File: config.mk
export PLATFORM = sky130hd
export DESIGN_NAME = uart_rx
export DESIGN_NICKNAME = d
export VERILOG_FILES = /design/src/rtl/uart_rx.sv
export SDC_FILE = /design/constraint.sdc
export NUM_CORES = 1
export LEC_CHECK = 0
export ABC_AREA = 1
export BUFFER_PORTS_ARGS = -buffer_cell sky130_fd_sc_hd__buf_2
export CAP_MARGIN = 20
export CORE_MARGIN = 8
export CORE_UTILIZATION = 60
export CTS_CLUSTER_DIAMETER = 150
export CTS_CLUSTER_SIZE = 40
export DETAILED_ROUTE_END_ITERATION = 8
export PLACE_DENSITY = 0.86
export SLEW_MARGIN = 15
export SYNTH_ARGS = -nofsm -noshare
export SYNTH_HDL_FRONTEND = slang
export SYNTH_SLANG_ARGS = --single-unit
File: constraint.sdc
create_clock -name i_clk -period 3.65 [get_ports i_clk]
set_input_delay 0.365 -clock i_clk [delete_from_list [all_inputs] [get_ports i_clk]]
set_output_delay 0.365 -clock i_clk [all_outputs]
set_load 0.005 [all_outputs]
File: src/rtl/uart_rx.sv
// uart_rx: 8N1 UART receiver running on the system clock.
// Bit timing comes from the start-bit falling edge. Each bit is sampled at mid-period.
// A received byte is presented with a one-cycle strobe.
//
// Ports:
//   i_clk        system clock, rising edge
//   i_rst        asynchronous active-high reset
//   i_rx         serial input, asynchronous to i_clk, idles high
//   o_data       last correctly received byte, held until the next good frame
//   o_valid      one-cycle pulse, o_data is new in that cycle
//   o_frame_err  one-cycle pulse, stop bit was sampled low
//   o_busy       high whenever a frame is being received or awaited to clear
module uart_rx #(
  parameter int unsigned CLKS_PER_BIT = 1250
) (
  input  logic       i_clk,
  input  logic       i_rst,
  input  logic       i_rx,
  output logic [7:0] o_data,
  output logic       o_valid,
  output logic       o_frame_err,
  output logic       o_busy
);

  localparam int unsigned CntW = $clog2(CLKS_PER_BIT) + 1;
  localparam logic [CntW-1:0] BitLast  = CntW'(CLKS_PER_BIT - 1);
  localparam logic [CntW-1:0] HalfLast = CntW'(CLKS_PER_BIT / 2 - 1);

  typedef enum logic [2:0] {
    StIdle,
    StStart,
    StData,
    StStop,
    StWaitIdle
  } state_e;

  state_e          state_q, state_d;
  logic            rx_meta_q, rx_s_q;
  logic [CntW-1:0] cnt_q, cnt_d;
  logic [2:0]      bit_idx_q, bit_idx_d;
  logic [7:0]      shift_q, shift_d;
  logic [7:0]      data_q, data_d;
  logic            valid_q, valid_d;
  logic            frame_err_q, frame_err_d;

  // Two-flop synchronizer; resets to the idle (high) line level.
  always_ff @(posedge i_clk or posedge i_rst) begin
    if (i_rst) begin
      rx_meta_q <= 1'b1;
      rx_s_q    <= 1'b1;
    end else begin
      rx_meta_q <= i_rx;
      rx_s_q    <= rx_meta_q;
    end
  end

  always_ff @(posedge i_clk or posedge i_rst) begin
    if (i_rst) begin
      state_q     <= StIdle;
      cnt_q       <= '0;
      bit_idx_q   <= '0;
      shift_q     <= '0;
      data_q      <= '0;
      valid_q     <= 1'b0;
      frame_err_q <= 1'b0;
    end else begin
      state_q     <= state_d;
      cnt_q       <= cnt_d;
      bit_idx_q   <= bit_idx_d;
      shift_q     <= shift_d;
      data_q      <= data_d;
      valid_q     <= valid_d;
      frame_err_q <= frame_err_d;
    end
  end

  always_comb begin
    state_d     = state_q;
    cnt_d       = cnt_q;
    bit_idx_d   = bit_idx_q;
    shift_d     = shift_q;
    data_d      = data_q;
    valid_d     = 1'b0;
    frame_err_d = 1'b0;

    unique case (state_q)
      StIdle: begin
        cnt_d = '0;
        if (!rx_s_q) begin
          state_d = StStart;
        end
      end

      StStart: begin
        if (cnt_q == HalfLast) begin
          cnt_d = '0;
          if (!rx_s_q) begin
            state_d   = StData;
            bit_idx_d = '0;
          end else begin
            // Line went back high before mid-start: treat as a glitch.
            state_d = StIdle;
          end
        end else begin
          cnt_d = cnt_q + CntW'(1);
        end
      end

      StData: begin
        if (cnt_q == BitLast) begin
          cnt_d              = '0;
          shift_d[bit_idx_q] = rx_s_q;
          if (bit_idx_q == 3'd7) begin
            state_d = StStop;
          end else begin
            bit_idx_d = bit_idx_q + 3'd1;
          end
        end else begin
          cnt_d = cnt_q + CntW'(1);
        end
      end

      StStop: begin
        if (cnt_q == BitLast) begin
          cnt_d = '0;
          if (rx_s_q) begin
            data_d  = shift_q;
            valid_d = 1'b1;
            // Leaving at mid-stop lets a back-to-back start edge be caught.
            state_d = StIdle;
          end else begin
            frame_err_d = 1'b1;
            state_d     = StWaitIdle;
          end
        end else begin
          cnt_d = cnt_q + CntW'(1);
        end
      end

      StWaitIdle: begin
        cnt_d = '0;
        // A held-low line (break) must not be mistaken for a new start bit.
        if (rx_s_q) begin
          state_d = StIdle;
        end
      end

      default: begin
        state_d = StIdle;
        cnt_d   = '0;
      end
    endcase
  end

  assign o_data      = data_q;
  assign o_valid     = valid_q;
  assign o_frame_err = frame_err_q;
  assign o_busy      = (state_q != StIdle);

endmodule

Word level (Yosys, flattened, before mapping):

Cells that the tools add are included.

* bits in registers: 38
* input bits: 3
* word-level logic and storage cells: 63

* $add $sub $neg: 2
* magnitude comparators: 2
* equal/unequal tests: 15
* mux-type cells: 26
* reductions and logical operators: 9

Operator list (count)
* $mux W3: 11
* $mux W12: 2
* $pmux W12 S2: 1
* $ne A2 B2 Y1 const B: 8
* $pmux W3 S5: 1
* $add A12 B1 Y12 const B: 1
* $eq A12 B10 Y1 const B: 1
* $eq A12 B11 Y1 const B: 1
* $bwmux W8: 1
* $mux W1: 7
* $eq A3 B2 Y1 const B: 2
* $eq A3 B3 Y1 const B: 2
* $pmux W3 S2: 1
* $reduce_and A6 Y1: 1
* $reduce_and A5 Y1: 1
* $lt A3 B4 Y1 const B: 1
* $add A3 B1 Y3 const B: 1
* $demux W1 S3: 1
* $eq A3 B1 Y1 const B: 1
* $ge A3 B1 Y1 const B: 1
* $logic_not A3 Y1: 1
* $reduce_and A3 Y1: 1
* $reduce_bool A3 Y1: 1
* $mux W2: 1
* other kinds (4): 4

Logic depth before layout (Yosys ltp):

* word-level depth: 5
* depth in mapped cells: 11
* mapped depth without buffers: 11

Least setup slack after synthesis:

No wires, ideal clock.

* kind: reg2reg
* from: register cnt_q[1]
* to: register data_q[2], in the netlist o_data[2]
* setup time: 126 ps
* arrival time: 1359 ps
* setup slack: 2165 ps
* cell stages (with the launch flop): 9
* path buffers: 1
* clock period less this slack: 1485 ps
* cell sequence: dfrtp_1 -> inv_1 -> ha_1 -> inv_1 -> nor2_2 -> nand3_4 -> nor3_4 -> buf_6 -> o21ai_0

* longest elaborated chain between the ends: 2

Ends and longest elaborated chain
* from (decl): line 39 `logic [CntW-1:0] cnt_q, cnt_d;`
* from (signal assigned): line 68 `cnt_q <= cnt_d;`
* $eq A12 B11 Y1: line 124 `if (cnt_q == BitLast) begin`
* $reduce_and A3 Y1 (no source line)
* to (signal assigned): line 71 `data_q <= data_d;`
* to (decl): line 42 `logic [7:0] data_q, data_d;`

Every way passes these cells.
A chain may end at the register's enable or synchronous reset.

Final worst setup path:

* from: register cnt_q[1]
* to: register cnt_q[3]

* longest elaborated chain between the ends: 3

Ends and longest elaborated chain
* $add A12 B1 Y12 (tied with other cells): line 105, 119, 136
* $mux W12, on equally long branches: line 110, 124, 95
* $pmux W12 S2 (*): line 86 `unique case (state_q)`
* named net cnt_d[3]: line 39

Mark *: on every way through the listed nets, which the timed path passes. The rest lies on a longest branch.

==> impl_metrics.yaml <==
sta:
  period_needed_ns: 1.80
  max_freq_mhz: 554
  tightest_slew_ns: 0.588
  hold_viol: 0
  slew_headroom_pct: 60.7
  finalSetupTns_ns: 0
  setup_viol: 0
  rsz0062_at_grt: "no"
  fin_skew_ns: 0.00861
  post-route-period-util_pct: 49.4
  finalMaxSlewViolations: 0
worst_setup_path:
  r2r_start: "cnt_q[1]"
  slowest_delay_ns: 0.44
  start_kind: "flop"
  cp_max_fo: 12
  crit_slowest_cell: "a21oi_2"
  reg2reg_depth: 9
  cp.required_ns: 3.86
  critPathBufInv: 2
  critical_path_class: "reg -> reg"
  crit_path_end_kind: "flop"
  cp_top_family: "simple AND/OR/NAND/NOR gates"
  reg2reg_to: "cnt_q[3]"
  rrSetupSlack_ns: 1.85
  crit_path_start: "cnt_q[1]"
  crit_cells: 9
  critical_path_arrival_ns: 2.01
  endpoint: "cnt_q[3]"
  cp_cell_sequence: "inv_1 -> ha_1 -> inv_1 -> nor2_2 -> nand3_4 -> nand2_2 -> nand2_2 -> a21oi_2 -> nor2_1"
pwr:
  pwr_density_cell_nw_per_um2: 315
  p_comb_share_pct: 1.9
  pwr-share-seq_pct: 63.8
  switching_power_w: 0.000147
  swShare_pct: 22.1
  total_power_w: 0.000664
  p_leak_nw: 1.04
  internal_power_w: 0.000517
  irDropWorstVdd_uv: 198
  p_clk_share_pct: 34.3
place:
  hpwl_um: 2580
  port_buffers: 13
  gp_congestion: 0.867
finish:
  nets: 266
  multiInputGateArea_um2: 812
  regArea_um2: 953
  num_antenna_cells: 0
  fill_cells: 260
  area_growth_pct: 8.51
  drive_gt1_share_pct: 15.4
floorplan:
  core_area_um2: 3080
  initial_utilization_pct: 63.1
  io_pins: 14
  die_x_um: 72.9
  fp.dieArea_um2: 5310
  rows: 20
  die_h_um: 72.9
global_routing:
  grt_overflow: 0
  grt_pass1_vias: 1423
  antenna_found_initial: 0
  grt_first_pass_wirelength_um: 6280
  grt_start_max_net_pins: 39
  grt_usage_pct: 14.9
run_status:
  status: "complete, no violations"
synthesis:
  netlist_top_cells_area: "dfrtp_1, nand2_1, inv_1"
  synth.distinct_cells: 25
  yosysTopAreaCell: "dfrtp_1"
  synth-seq-area-share_pct: 49.1
  yosysMostFrequentCell: "nand2_1"
  synth-async-reset-ratio_pct: 100
  synth_seq_cells: 38
  synth_edf_count: 0
  synth_commonest_cells: "nand2_1, inv_1, dfrtp_1"
  synth_area_per_cell_um2: 8.09
  yosys_warnings: 0
  synth-main-ff-cell: "dfrtp_1"
  netlist_area_um2: 1940
  synth_fp_nets: 248
  synthCells: 240
  synth_top_area_share_pct: 46.4
route:
  met2_length_um: 1470
  drc_errors: 0
  vias_per_cell: 4.85
  ant_nets: 0
  met3_length_um: 173
  routedWlPerCell_um: 11.3
  drt-total-wl_um: 3430
  top_layer_used: "met4"
  wl_met1_um: 1730
  first_iter_violations: 88
  dr.pass1.iters: 4
  num_vias: 1470
clock_network:
  ctsHoldBuffers: 0
  cts_setup_buffers: 0
  cts_buffers: 5
  post_cts_resize_count: 0
  cts_root_buf: "clkbuf_4"
  cts.sinks: 38
  tritoncts: "built"
  cts.clk_slew.worst_paths_ns: 0.11
  cts.path.max_buffers: 2
  htree_num_levels: 2
  clk_latency_ns: 0.34
min_path:
  hp-class: "in -> async"
run:
  maxCapViolCount: 0
area by class of cell:
cell class	count	share of cell area (%)
clock buffer	6	2.43
clock inverter	2	0.594
inverter	40	7.13
multi-input combinational	159	38.5
sequential	38	45.2
tap	44	2.61
timing repair buffer	14	3.44
layout by cell type (no fill, tap or decap):
cell        instances
nor2_4              3
nand4_1             1
nor2_2              2
o21ai_2             2
o21ai_0            21
dfstp_2             2
nor3_1              3
clkinvlp_4          1
buf_4               1
xor2_1              4
nand2_2             5
inv_2               1
a21o_1              1
clkinv_2            1
clkbuf_4            5
nand2_1            58
dfrtp_1            36
inv_1              39
o21ai_1             1
nor3_4              1
nand3_4             1
a21oi_2             1
a21oi_1             1
ha_1                5
xnor2_1             1
clkbuf_8            1
buf_2              13
nand3_1            21
nor2_1             27
tightest hold or removal path, cell delays in order:
cell and delay, ns:
buf_2 0.09, inv_1 0.04, buf_4 0.39
stage by stage:
| step | cell area [µm²] | hold slack [ns] | setup WS, ns | std cells | utilization [%] |
|---|---|---|---|---|---|
| after detailed placement | 2040 | 0.349 | 1.87 | 295 | 66.4 |
| after floorplan | 1940 | 0.345 | 2.17 | 240 | - |
| after CTS | 2110 | 0.0905 | 1.85 | 303 | 68.5 |
| after global routing | 2110 | 0.0829 | 1.71 | 303 | 68.5 |
| final | 2110 | 0.105 | 1.85 | 303 | 68.5 |
| after global placement | 2040 | 0.346 | 1.94 | 295 | 66.4 |
state kept, by name (all words and copies together) (netlist names):
signal,flops
cnt_q,12
o_data,8
shift_q,8
bit_idx_q,3
state_q,3
o_frame_err,1
o_valid,1
rx_meta_q,1
rx_s_q,1
power by group through the flow:
stage / Combinational [W] / Clock [W] / Sequential (W)
after floorplan: 0.00000910 / 0 / 0.000431
after global placement: 0.0000133 / 0 / 0.000432
after detailed placement: 0.0000135 / 0 / 0.000432
after CTS: 0.0000136 / 0.000236 / 0.000424
after global routing: 0.0000157 / 0.000255 / 0.000424
final: 0.0000127 / 0.000228 / 0.000424
logic make-up after synthesis:
group	Yosys count	synth area share, %
buffers and inverters	43	9.08
xor gates and xnor gates	5	2.26
and+or+nand+nor	122	28.7
DFF	38	49.1
adders and majority gates	5	3.22
AOI/OAI and AO/OA	27	7.67
worst min-delay path by stage:
stage / start / endpoint / slack [ns]
after floorplan: rx_meta_q / rx_s_q / 0.35
after global placement: rx_meta_q / rx_s_q / 0.35
after detailed placement: rx_meta_q / rx_s_q / 0.35
after CTS: i_rx / rx_meta_q / 0.09
after global routing: i_rx / rx_meta_q / 0.08
final: i_rst / cnt_q[9] / 0.10
metal layers:
metal	track usage [%]	vias to the layer above
met5	0	-
met4	6.00	0
met3	4.26	6
met2	21.9	25
met1	20.1	657
li1	-	782
Power figures use the tool's default switching activity.
